==> config.mk <==
export PLATFORM = sky130hd
export DESIGN_NAME = usb_rx_ctrl
export DESIGN_NICKNAME = d
export VERILOG_FILES = /design/src/rtl/usb_rx_pkg.sv /design/src/rtl/usb_rx_ctrl_timer.sv /design/src/rtl/usb_rx_ctrl.sv
export SDC_FILE = /design/constraint.sdc
export NUM_CORES = 1
export LEC_CHECK = 0
export CORE_ASPECT_RATIO = 0.9
export CORE_MARGIN = 1
export CORE_UTILIZATION = 46
export DETAILED_ROUTE_END_ITERATION = 12
export GPL_ROUTABILITY_DRIVEN = 0
export GPL_TIMING_DRIVEN = 0
export PLACE_DENSITY_LB_ADDON = 0.25
export SLEW_MARGIN = 20
export SYNTH_ARGS = -nofsm -noshare
export SYNTH_HDL_FRONTEND = slang
export SYNTH_HIERARCHICAL = 1
export SYNTH_SLANG_ARGS = --single-unit
==> constraint.sdc <==
create_clock -name clk -period 2.8 [get_ports clk]
set_input_delay 0.28 -clock clk [delete_from_list [all_inputs] [get_ports clk]]
set_output_delay 0.28 -clock clk [all_outputs]
set_load 0.01 [all_outputs]
==> src/rtl/usb_rx_pkg.sv <==
// usb_rx_pkg
// Shared definitions for the full-speed USB receive controller:
//   - rx_state_t  : receive FSM state encoding
//   - SYNC_BYTE   : expected SYNC pattern after NRZI decode (LSB first)
//   - STUFF_LIMIT : run of consecutive ones after which a zero is stuffed
//   - PID_*       : PID type nibbles (low half of the PID byte)
//   - pid_valid() : PID byte check field test
package usb_rx_pkg;

    typedef enum logic [2:0] {
        ST_IDLE  = 3'd0,
        ST_SYNC  = 3'd1,
        ST_PID   = 3'd2,
        ST_DATA  = 3'd3,
        ST_EOP1  = 3'd4,
        ST_EOP2  = 3'd5,
        ST_ERROR = 3'd6
    } rx_state_t;

    localparam logic [7:0] SYNC_BYTE   = 8'h80;
    localparam int         STUFF_LIMIT = 6;

    localparam logic [3:0] PID_OUT   = 4'h1;
    localparam logic [3:0] PID_IN    = 4'h9;
    localparam logic [3:0] PID_SOF   = 4'h5;
    localparam logic [3:0] PID_SETUP = 4'hD;
    localparam logic [3:0] PID_DATA0 = 4'h3;
    localparam logic [3:0] PID_DATA1 = 4'hB;
    localparam logic [3:0] PID_ACK   = 4'h2;
    localparam logic [3:0] PID_NAK   = 4'hA;
    localparam logic [3:0] PID_STALL = 4'hE;

    // The upper nibble of a PID byte is the one's complement of the type nibble.
    function automatic logic pid_valid(input logic [7:0] pid_byte);
        return pid_byte[7:4] == ~pid_byte[3:0];
    endfunction

endpackage

==> src/rtl/usb_rx_ctrl_timer.sv <==
// usb_bit_timer
// Bit-time counter for the receiver. Counts 0..CLKS_PER_BIT-1 while the
// receiver is active, is held at 0 when inactive, and is reloaded to 0 the
// clock after any line transition so sampling stays centred on the bit.
// Ports:
//   clk, rst         clock, asynchronous active-high reset
//   active_i         receiver is out of IDLE
//   d_edge_i         one-cycle strobe on a D+ transition
//   shift_enable_o   bit-sample strobe (decoded from the registered count)
module usb_bit_timer #(
    parameter int CLKS_PER_BIT = 8,
    parameter int SAMPLE_POINT = 3
) (
    input  logic clk,
    input  logic rst,
    input  logic active_i,
    input  logic d_edge_i,
    output logic shift_enable_o
);

    localparam int CW = (CLKS_PER_BIT > 1) ? $clog2(CLKS_PER_BIT) : 1;
    localparam logic [CW-1:0] LAST_CNT   = CW'(CLKS_PER_BIT - 1);
    localparam logic [CW-1:0] SAMPLE_CNT = CW'(SAMPLE_POINT);

    logic [CW-1:0] cnt_q, cnt_d;

    always_comb begin
        cnt_d = cnt_q;
        if (!active_i || d_edge_i) begin
            cnt_d = '0;
        end else if (cnt_q == LAST_CNT) begin
            cnt_d = '0;
        end else begin
            cnt_d = cnt_q + CW'(1);
        end
    end

    always_ff @(posedge clk or posedge rst) begin
        if (rst) begin
            cnt_q <= '0;
        end else begin
            cnt_q <= cnt_d;
        end
    end

    // An edge in the sampling cycle does not suppress this strobe; the
    // reload only shows up in the following cycle.
    assign shift_enable_o = active_i && (cnt_q == SAMPLE_CNT);

endmodule

==> src/rtl/usb_rx_ctrl.sv <==
// usb_rx_ctrl
// Full-speed USB receive controller: owns bit timing, strips stuffed bits,
// assembles LSB-first bytes, validates SYNC and PID, and writes data bytes
// to the RX FIFO.
// Ports:
//   clk, rst        clock, asynchronous active-high reset
//   d_edge          one-cycle strobe on any D+ transition
//   d_orig          decoded NRZI bit, valid on shift_enable
//   eop             SE0 indication, valid on shift_enable
//   shift_enable    bit-sample strobe to the decoder and this block
//   rcving          packet reception in progress
//   rx_pid          PID type nibble of the current packet
//   rx_data         received data byte
//   w_enable        one-cycle FIFO write strobe for rx_data
//   rx_packet_done  one-cycle pulse on a clean end of packet
//   rx_error        sticky packet error flag (cleared at next packet start)
module usb_rx_ctrl
    import usb_rx_pkg::*;
#(
    parameter int CLKS_PER_BIT = 8,
    parameter int SAMPLE_POINT = 3
) (
    input  logic       clk,
    input  logic       rst,
    input  logic       d_edge,
    input  logic       d_orig,
    input  logic       eop,
    output logic       shift_enable,
    output logic       rcving,
    output logic [3:0] rx_pid,
    output logic [7:0] rx_data,
    output logic       w_enable,
    output logic       rx_packet_done,
    output logic       rx_error
);

    rx_state_t  state_q, state_d;
    logic [2:0] ones_q, ones_d;
    logic [2:0] idx_q, idx_d;
    logic [7:0] shreg_q, shreg_d;
    logic [3:0] rx_pid_q, rx_pid_d;
    logic [7:0] rx_data_q, rx_data_d;
    logic       w_en_q, w_en_d;
    logic       done_q, done_d;
    logic       err_q, err_d;
    logic       err_se0_q, err_se0_d;   // ERROR has seen its SE0 bit
    logic       se;
    logic [7:0] byte_full;

    usb_bit_timer #(
        .CLKS_PER_BIT (CLKS_PER_BIT),
        .SAMPLE_POINT (SAMPLE_POINT)
    ) u_timer (
        .clk            (clk),
        .rst            (rst),
        .active_i       (state_q != ST_IDLE),
        .d_edge_i       (d_edge),
        .shift_enable_o (se)
    );

    // Byte as it stands once the current bit is shifted in.
    assign byte_full = {d_orig, shreg_q[7:1]};

    always_comb begin
        state_d   = state_q;
        ones_d    = ones_q;
        idx_d     = idx_q;
        shreg_d   = shreg_q;
        rx_pid_d  = rx_pid_q;
        rx_data_d = rx_data_q;
        w_en_d    = 1'b0;
        done_d    = 1'b0;
        err_d     = err_q;
        err_se0_d = err_se0_q;

        case (state_q)
            ST_IDLE: begin
                ones_d    = '0;
                idx_d     = '0;
                shreg_d   = '0;
                err_se0_d = 1'b0;
                if (d_edge) begin
                    state_d = ST_SYNC;
                    err_d   = 1'b0;
                end
            end

            ST_SYNC, ST_PID, ST_DATA: begin
                if (se) begin
                    if (eop) begin
                        // SE0 is only a legal packet end on a byte boundary after SYNC.
                        if (state_q != ST_SYNC && idx_q == 3'd0) begin
                            state_d = ST_EOP1;
                        end else begin
                            state_d = ST_ERROR;
                        end
                    end else if (ones_q == 3'(STUFF_LIMIT)) begin
                        if (d_orig) begin
                            state_d = ST_ERROR;
                        end else begin
                            ones_d = '0;    // stuffed zero: dropped, no shift
                        end
                    end else begin
                        ones_d  = d_orig ? (ones_q + 3'd1) : 3'd0;
                        shreg_d = byte_full;
                        idx_d   = idx_q + 3'd1;
                        if (idx_q == 3'd7) begin
                            case (state_q)
                                ST_SYNC: state_d = (byte_full == SYNC_BYTE) ? ST_PID : ST_ERROR;
                                ST_PID: begin
                                    if (pid_valid(byte_full)) begin
                                        rx_pid_d = byte_full[3:0];
                                        state_d  = ST_DATA;
                                    end else begin
                                        state_d = ST_ERROR;
                                    end
                                end
                                default: begin
                                    rx_data_d = byte_full;
                                    w_en_d    = 1'b1;
                                end
                            endcase
                        end
                    end
                end
            end

            ST_EOP1: begin
                if (se) begin
                    state_d = eop ? ST_EOP2 : ST_ERROR;
                end
            end

            ST_EOP2: begin
                // Extra SE0 bits are tolerated; J ends the packet.
                if (se && !eop) begin
                    state_d = ST_IDLE;
                    done_d  = 1'b1;
                end
            end

            ST_ERROR: begin
                // Resynchronise on the line: an SE0 bit followed by a J bit.
                if (se) begin
                    if (!err_se0_q) begin
                        if (eop) begin
                            err_se0_d = 1'b1;
                        end
                    end else if (!eop) begin
                        state_d = ST_IDLE;
                    end
                end
            end

            default: state_d = ST_IDLE;
        endcase

        if (state_d == ST_ERROR) begin
            err_d = 1'b1;
        end
    end

    always_ff @(posedge clk or posedge rst) begin
        if (rst) begin
            state_q   <= ST_IDLE;
            ones_q    <= '0;
            idx_q     <= '0;
            shreg_q   <= '0;
            rx_pid_q  <= '0;
            rx_data_q <= '0;
            w_en_q    <= 1'b0;
            done_q    <= 1'b0;
            err_q     <= 1'b0;
            err_se0_q <= 1'b0;
        end else begin
            state_q   <= state_d;
            ones_q    <= ones_d;
            idx_q     <= idx_d;
            shreg_q   <= shreg_d;
            rx_pid_q  <= rx_pid_d;
            rx_data_q <= rx_data_d;
            w_en_q    <= w_en_d;
            done_q    <= done_d;
            err_q     <= err_d;
            err_se0_q <= err_se0_d;
        end
    end

    assign shift_enable   = se;
    assign rcving         = (state_q != ST_IDLE);
    assign rx_pid         = rx_pid_q;
    assign rx_data        = rx_data_q;
    assign w_enable       = w_en_q;
    assign rx_packet_done = done_q;
    assign rx_error       = err_q;

endmodule
### After elaboration in Yosys (flattened, before gate mapping)

Index checks and enable logic that the tools add are counted.
W data, S select, Z words.

* register bits: 36
* word-level logic and storage cells: 106
* output and inout bits: 17

* multiplexer cells: 48
* bitwise gates (word level): 4
* reductions and logical operators: 21
* eq/ne operators: 19
* add/sub/neg operators: 3

Operators by type and width (count)
* $mux W3: 23
* $mux W8: 3
* $eq A3 B3 Y1 const B: 7
* $pmux W3 S2: 3
* $pmux W8 S2: 1
* $pmux W3 S5: 1
* $mux W1: 14
* $add A3 B1 Y3 const B: 3
* $eq A3 B2 Y1 const B: 3
* $eq A8 B8 Y1 const B: 1
* $ne A2 B2 Y1 const B: 4
* $reduce_and A4 Y1: 2
* $reduce_bool A2 Y1: 4
* $reduce_and A7 Y1: 1
* $logic_not A3 Y1: 2
* $reduce_and A6 Y1: 1
* $eq A4 B4 Y1: 1
* $mux W2: 2
* $not A4 Y4: 1
* $reduce_and A2 Y1: 2
* $eq A3 B1 Y1 const B: 1
* $logic_and A1 B1 Y1: 3
* $ne A3 B1 Y1 const B: 1
* $ne A3 B3 Y1 const B: 1
* 7 further kinds: 10

### Depth between registers and ports, before layout

* depth after elaboration: 12
* depth in mapped cells: 11
* depth with buffers taken out: 8

### Modules after synthesis

Netlist, hierarchy kept.

By module, submodules not included
* usb_rx_ctrl: area an instance 1592.8 µm², seq. area each 800.8 µm², cells an instance 141, times used 1
* usb_bit_timer: area an instance 161.4 µm², seq. area each 75.1 µm², cells an instance 12, times used 1

### Worst setup path before layout

OpenSTA, ideal clock, no wires.

* path kind: register to register
* start point: register state_q[2]
* end point: register rx_data_q[7] (netlist: rx_data[7])
* arrival: 2.456 ns
* setup time: 0.125 ns
* stages on the path, launching flop included: 10
* period minus slack after synthesis: 2.581 ns
* data required time: 2.675 ns
* path slack: 0.219 ns
* path through: dfrtp_1 -> clkbuf_1 -> clkbuf_1 -> or3_1 -> and2_1 -> buf_6 -> nor2b_4 -> nand2_2 -> nor4_4 -> mux2_2

* elaborated cells on any way between the ends: 9
* those cells by class: 3 x eq/ne; 1 x bitwise; 5 x reduce/logical

RTL lines
* start: declaration: RTL line usb_rx_ctrl.sv:37 `rx_state_t state_q, state_d;`
* start signal: assignment: RTL line usb_rx_ctrl.sv:176 `state_q <= state_d;`
* $reduce_bool A3 Y1
* via rcving: RTL line usb_rx_ctrl.sv:29 `output logic rcving,`
* $logic_and A1 B1 Y1: RTL line usb_rx_ctrl_timer.sv:48 `assign shift_enable_o = active_i && (cnt_q == SAMPLE_CNT);`
* via shift_enable: RTL line usb_rx_ctrl.sv:28 `output logic shift_enable,`
* $reduce_and A6 Y1 (no source line)
* end signal: assignment: RTL line usb_rx_ctrl.sv:181 `rx_data_q <= rx_data_d;`
* end: declaration: RTL line usb_rx_ctrl.sv:42 `logic [7:0] rx_data_q, rx_data_d;`

The timed path passes the listed nets, and every way through them passes these cells.
A chain may end at the register's enable or synchronous reset.

### Worst setup path in the final report

* start point: register state_q[2]
* end point: register ones_q[2]

* cells in the longest elaborated chain, start to end: 4
* elaborated cells on any way between the ends: 13
* those cells by class: 6 x eq/ne; 1 x mux; 6 x reduce/logical

RTL lines
* $eq A3 B2 Y1, or another cell as far along: RTL line usb_rx_ctrl.sv:76 `case (state_q)`
* $reduce_or A3 Y1 / $logic_and A1 B1 Y1 (equally long branches): RTL line usb_rx_ctrl.sv:76, usb_rx_ctrl_timer.sv:48
* $ne A3 B3 Y1 (no source line), or another cell as far along
* $reduce_and A4 Y1 (no source line)
* end signal: assignment: RTL line usb_rx_ctrl.sv:177 `ones_q <= ones_d;`
* end: declaration: RTL line usb_rx_ctrl.sv:38 `logic [2:0] ones_q, ones_d;`

Parallel ways exist; a longest one is shown, timed or not.

==> flow_summary.yaml <==
outcome:
  outcome: "completed"
yosys:
  synthAdderAreaFrac: 0.05706
  synthCells: 153
  synth_cell_types: 39
  synth_top_family_by_area: "simple AND/OR/NAND/NOR gates"
  synth_most_common_cell: "dfrtp_1"
  synth_xor_area_frac: 0.01997
  async_reset_ff_frac: 1.000
  synth_seq_cells: 35
  synth-simple-area-share: 0.1655
  synth_commonest_cells: "dfrtp_1 (35), mux2_2 (12), nand2_1 (12)"
  synth_nets: 166
  syn_avg_cell_area_sq_um: 11.47
  synth-edff-count: 0
  synth.mux.area_fraction: 0.07703
  yosys-top-cells-area: "dfrtp_1 (50%), mux2_2 (7.7%), ha_1 (5.7%)"
  seq_area_frac_synth: 0.4993
  synth-warning-count: 6
  synth_compound_area_frac: 0.1434
  yosysTopAreaCell: "dfrtp_1"
  synth_area_sq_um: 1754
  synth_flop_cell: "dfrtp_1"
  synth_top_cell_area_share: 0.4993
floorplanning:
  initial_core_util: 0.5007
  pin_count: 22
  core_sq_um: 3503
  die-area_sq_um: 4065
  num_rows: 20
  die_w_um: 67.10
  die_y_um: 60.59
timing:
  finClkSkew_ns: 0.004572
  tightestPinTransition_ns: 0.6721
  rsz0062_at_grt: "no"
  setup_viol_count_final: 0
  timing.final.max_slew_violations: 0
  slew_headroom: 0.5513
  timing.final.crit_share: 0.9303
  fin_crit_ns: 2.605
  hold_viol: 0
  max_clock_freq_mhz: 383.9
  fin_setup_tns_ns: 0
power:
  total_power_mw: 1.507
  power.density_nw_per_um2: 698.4
  p_leak_nw: 0.9604
  vdd_drop_max_v: 0.0003654
setup_path:
  path_class: "flip-flop to flip-flop"
  reg2reg_depth: 9
  endpoint_kind: "flip-flop"
  critPathLaunchType: "flip-flop"
  worst-endpoint-arrival_ns: 2.81
  worstSetupStartpoint: "state_q[2]"
  ff2ff_setup_slack_ns: 0.20
  path_max_fanout: 10
  crit_required_ns: 3.00
  r2r_start: "state_q[2]"
  crit_path_end: "ones_q[2]"
  timing.rr.end: "ones_q[2]"
cells_and_area:
  final_cell_count_no_fill: 225
  drive_gt1_frac: 0.1934
  areaGrowthSynthToFinish_pct: 22.97
  nNetsFinal: 193
  antenna_cells: 0
clock_network:
  cts_buffers: 5
  root_buffer: "clkbuf_8"
  clk_latency_ns: 0.29
  cts_tree: "done"
  cts_hold_repair.buffers: 0
  clkTransAtPathRegs_ns: 0.07
  cts.sinks: 35
  clockBufferDepth: 2
  htree_levels: 2
global_route:
  antenna_found_initial: 0
  grt.overflow.total: 0
  grt_max_degree: 33
  grt_pass1_wl_um: 6051
  grt_pass1_vias: 1249
  track_usage: 0.2064
drt:
  routed_wl_um: 3514
  final_antenna_net_count: 0
  drcViolationCount: 0
  vias_per_cell: 5.578
  via_count: 1255
  wl_per_cell_um: 15.62
  drtIter0Drc: 44
  firstDrtPassIters: 4
placement:
  io_buffers: 21
  place_hpwl_um: 2522
  place_inst: 218
run:
  drv_cap: 0
min_path:
  hp-class: "input port to asynchronous set/reset pin"
-- kinds of logic after synthesis --
| family | Yosys count |
|---|---|
| AO/OA/AOI/OAI | 35 |
| multiplexers | 12 |
| flip-flops | 35 |
| XOR/XNOR | 4 |
| AND/OR/NAND/NOR | 44 |
| buffers and inverters | 15 |
| adder cells (fa/ha/maj) | 8 |
-- state kept, by name (all words and copies together), names as in the netlist --
name / flops
rx_error: 1
rx_data: 8
err_se0_q: 1
shreg_q: 7
idx_q: 3
w_enable: 1
rx_pid: 4
rx_packet_done: 1
ones_q: 3
u_timer/cnt_q: 3
state_q: 3
-- what timing repair did --
item	in CTS	in global routing
pin swaps	1	0
setup endpoints to repair	8	26
gates resized for setup	0	2
buffers inserted	1	0
-- critical path, cell delays in order (launching register included) --
cell and delay, ns:
dfrtp_1 0.49, clkbuf_2 0.25, or3_1 0.46, and2_1 0.19, buf_6 0.14, or2b_1 0.29
a31oi_1 0.07, o21bai_1 0.35, o21ai_0 0.17, o21ai_0 0.11
-- area by class of cell --
cell class | count | area [sq um]
Clock buffer | 5 | 68.82
Sequential cell | 35 | 875.8
Multi-Input combinational cell | 103 | 812.0
Fill cell | 280 | 1346
Buffer | 5 | 30.03
Clock inverter | 3 | 67.56
Tap cell | 44 | 55.05
Inverter | 8 | 30.03
Timing Repair Buffer | 22 | 217.7
-- routing by layer --
| metal | GRT usage | up-vias | wire length [um] |
|---|---|---|---|
| met2 | 0.3086 | 19 | 1684 |
| li1 | - | 610 | - |
| met4 | 0.09726 | 0 | 62 |
| met1 | 0.2826 | 619 | 1671 |
| met3 | 0.05075 | 7 | 97 |
| met5 | 0 | - | 0 |
-- how the worst min path moves through the flow --
stage / startpoint / to
finish: rst / u_timer/cnt_q[0]
CTS: rst / u_timer/cnt_q[0]
global placement: u_timer/cnt_q[0] / u_timer/cnt_q[0]
detailed placement: u_timer/cnt_q[0] / u_timer/cnt_q[0]
global route: rst / u_timer/cnt_q[0]
floorplan: rst / u_timer/cnt_q[0]
-- report_power, final --
group	internal [mW]	switching, mW
clock	0.355	0.183
sequential	0.552	0.0471
combinational	0.153	0.216
total	1.06	0.447
-- through the flow --
stage | utilization | cell area (sq um) | setup WS [ns] | hold slack [ns]
floorplan | - | 1754 | 0.2190 | 0.03364
global placement | 0.5764 | 2019 | -0.06976 | 0.4413
detailed placement | 0.5764 | 2019 | -0.1355 | 0.4542
CTS | 0.6175 | 2163 | 0.02288 | 0.2118
global route | 0.6157 | 2157 | 0.04399 | 0.2146
finish | 0.6157 | 2157 | 0.1953 | 0.2074
-- cell usage in the layout, fill, tap and decap left out, drive strengths merged --
| cell type | count |
|---|---|
| o211a | 1 |
| o32ai | 1 |
| a32oi | 1 |
| or2b | 1 |
| nor3 | 1 |
| nor3b | 3 |
| nor2b | 1 |
| buf | 4 |
| and4bb | 2 |
| a21oi | 5 |
| nand4b | 2 |
| o32a | 1 |
| inv | 8 |
| o21ai | 7 |
| ha | 8 |
| o21bai | 3 |
| nand2 | 13 |
| o31ai | 2 |
| or2 | 1 |
| dfrtp | 35 |
| mux2 | 12 |
| and4b | 1 |
| a21boi | 1 |
| bufinv | 2 |
| nor4b | 1 |
| clkdlybuf4s50 | 21 |
| nor2 | 6 |
| nand3b | 2 |
| a22o | 9 |
| and2 | 1 |
| a31oi | 2 |
| xnor2 | 4 |
| or3 | 2 |
| a211oi | 1 |
| nor4 | 4 |
| nand3 | 3 |
| clkinvlp | 1 |
| clkbuf | 7 |
| o21ba | 1 |
Note: power is estimated with default switching activity, not from simulation.
==> edit: new RTL, same settings <==
The 7 states of `rx_state_t` get a one-hot encoding in 7 bits.
--- a/src/rtl/usb_rx_pkg.sv
+++ b/src/rtl/usb_rx_pkg.sv
@@ -7,14 +7,14 @@
 //   - pid_valid() : PID byte check field test
 package usb_rx_pkg;
 
-    typedef enum logic [2:0] {
-        ST_IDLE  = 3'd0,
-        ST_SYNC  = 3'd1,
-        ST_PID   = 3'd2,
-        ST_DATA  = 3'd3,
-        ST_EOP1  = 3'd4,
-        ST_EOP2  = 3'd5,
-        ST_ERROR = 3'd6
+    typedef enum logic [6:0] {
+        ST_IDLE  = 7'b0000001,
+        ST_SYNC  = 7'b0000010,
+        ST_PID   = 7'b0000100,
+        ST_DATA  = 7'b0001000,
+        ST_EOP1  = 7'b0010000,
+        ST_EOP2  = 7'b0100000,
+        ST_ERROR = 7'b1000000
     } rx_state_t;
 
     localparam logic [7:0] SYNC_BYTE   = 8'h80;
Function: same outputs for any inputs over 10 cycles, from zero or initial values and one cycle with rst high; not proved beyond that.
==> edit against the original RTL <==
Critical path depth increased by 1. Total power decreased by 2.2%. Routed wire length increased by 30%. Sequential cell count increased by 4. Hold slack got worse by 0.0071 ns. Worst setup slack got worse by 0.10 ns. Critical endpoint is now idx_q[1]. Clock skew increased by 0.0017 ns. Cell area increased by 23%. Area after synthesis increased by 22%. Synthesized cell count increased by 35%.
==> edit: results (changes against the original RTL) <==
Post-synth top area share -> 0.444 (was 0.499)
Hold_ws -> 0.200 ns (was 0.207 ns)
Met2 Use GR -> 0.288 (was 0.309)
Max stage delay on crit path -> 0.56 ns (was 0.49 ns)
Avg Cell Area, Syn -> 10.3 um2 (was 11.5 um2)
Met3 Track Usage GR -> 0.0408 (was 0.0508)
GRT Overall Usage -> 0.205 (was 0.206)
Worst r2r path cells -> 10 (was 9)
Slowest-stage cell, CP -> or4_4 (was dfrtp_1)
Post-synth top cells -> dfrtp_1, nand2_1, o21ai_0 (was dfrtp_1, mux2_2, nand2_1, a22o_1)
Synthesized-area fraction occupied by ao, oa, aoi and oai cells -> 0.125 (was 0.143)
Leak -> 1.21 nW (was 0.960 nW)
Nets -> 257 (was 193)
Clk_skew -> 0.00622 ns (was 0.00457 ns)
Worst flop-to-flop path startpoint -> state_q[3] (was state_q[2])
Synth Area in Adders -> 0.0467 (was 0.0571)
Vias in the first global route -> 1515 (was 1249)
Pin count of the biggest net entering global routing -> 27 (was 33)
Status -> finished clean (unchanged)
Met1 wire length -> 2320 um (was 1670 um)
Number of filler cells placed in the layout -> 377 (was 280)
Worst VDD drop -> 0.484 mV (was 0.365 mV)
Reg2Reg Capture Point -> idx_q[1] (was ones_q[2])
DR iter-0 viols -> 100 (was 44)
Pre-CTS setup slack -> -0.393 ns (was -0.136 ns)
Yosys cell types -> 54 (was 39)
Multiplexer share of the synthesized area -> 0.0631 (was 0.0770)
Non-filler cells, final -> 307 (was 225)
R2R setup slack -> 0.1 ns (was 0.20 ns)
Met1 Use GR -> 0.315 (was 0.283)
Syn Nets -> 220 (was 166)
# port buffers -> 20 (was 21)
Cells after DPL -> 290 (was 218)
Placement Cell Area -> 0.00245 mm2 (was 0.00202 mm2)
Share of layout cells above drive strength 1 -> 0.196 (was 0.193)
[edit: cell types whose count changed in the layout (fill, tap and decap cells not counted), moves of 5 or more]
| cell | change |
|---|---|
| xor2_1 | +5 |
| clkbuf_1 | +5 |
| o21ai_0 | +6 |
| nand2b_1 | +5 |
| a22o_1 | -7 |
| nand2_1 | +20 |
| buf_4 | +9 |
[edit: layout make-up]
type                            instances  area share
Multi-Input combinational cell        149       0.415
Clock buffer                            6      0.0312
Sequential cell                        39       0.370
Buffer                                  8      0.0170
Tap cell                               62      0.0293
Inverter                                9      0.0137
Timing Repair Buffer                   32       0.119
Clock inverter                          2     0.00520
[edit: worst max-delay path by stage]
| stage | slack (ns) | endpoint | cells after the start |
|---|---|---|---|
| finish | 0.1 | idx_q[1] | 10 |
| global route | -0.02 | idx_q[1] | 10 |
| CTS | 0.11 | state_q[2] | 10 |
| detailed placement | -0.39 | rx_data[2] | 10 |
| global placement | -0.38 | rx_data[3] | 9 |
| floorplan | 0.03 | state_q[2] | 11 |
[edit: through the flow]
stage / TNS [ns] / utilization
after floorplan: 0 / -
after global placement: -8.59 / 0.545
after detailed placement: -8.69 / 0.550
after CTS: 0 / 0.592
after global routing: -0.0227 / 0.594
final: 0 / 0.594
[edit: repair_timing]
| item | 4_1_cts | 5_1_grt |
|---|---|---|
| pin swaps | 4 | 0 |
| resized for setup | 5 | 1 |
| setup endpoints to repair | 33 | 1 |
| setup buffers | 11 | 0 |
[edit: critical path: cells and delay by family, from the launching register on]
kind            cells  cell delay (ns)
buf+inv             3             0.45
flops               1             0.38
compound gates      3             0.49
simple gates        4             1.29
[edit: power breakdown]
group	total [W]	switching (W)	internal, W
Combinational	0.000454	0.000251	0.000203
Clock	0.000402	0.000201	0.000201
Sequential	0.000618	0.0000250	0.000593
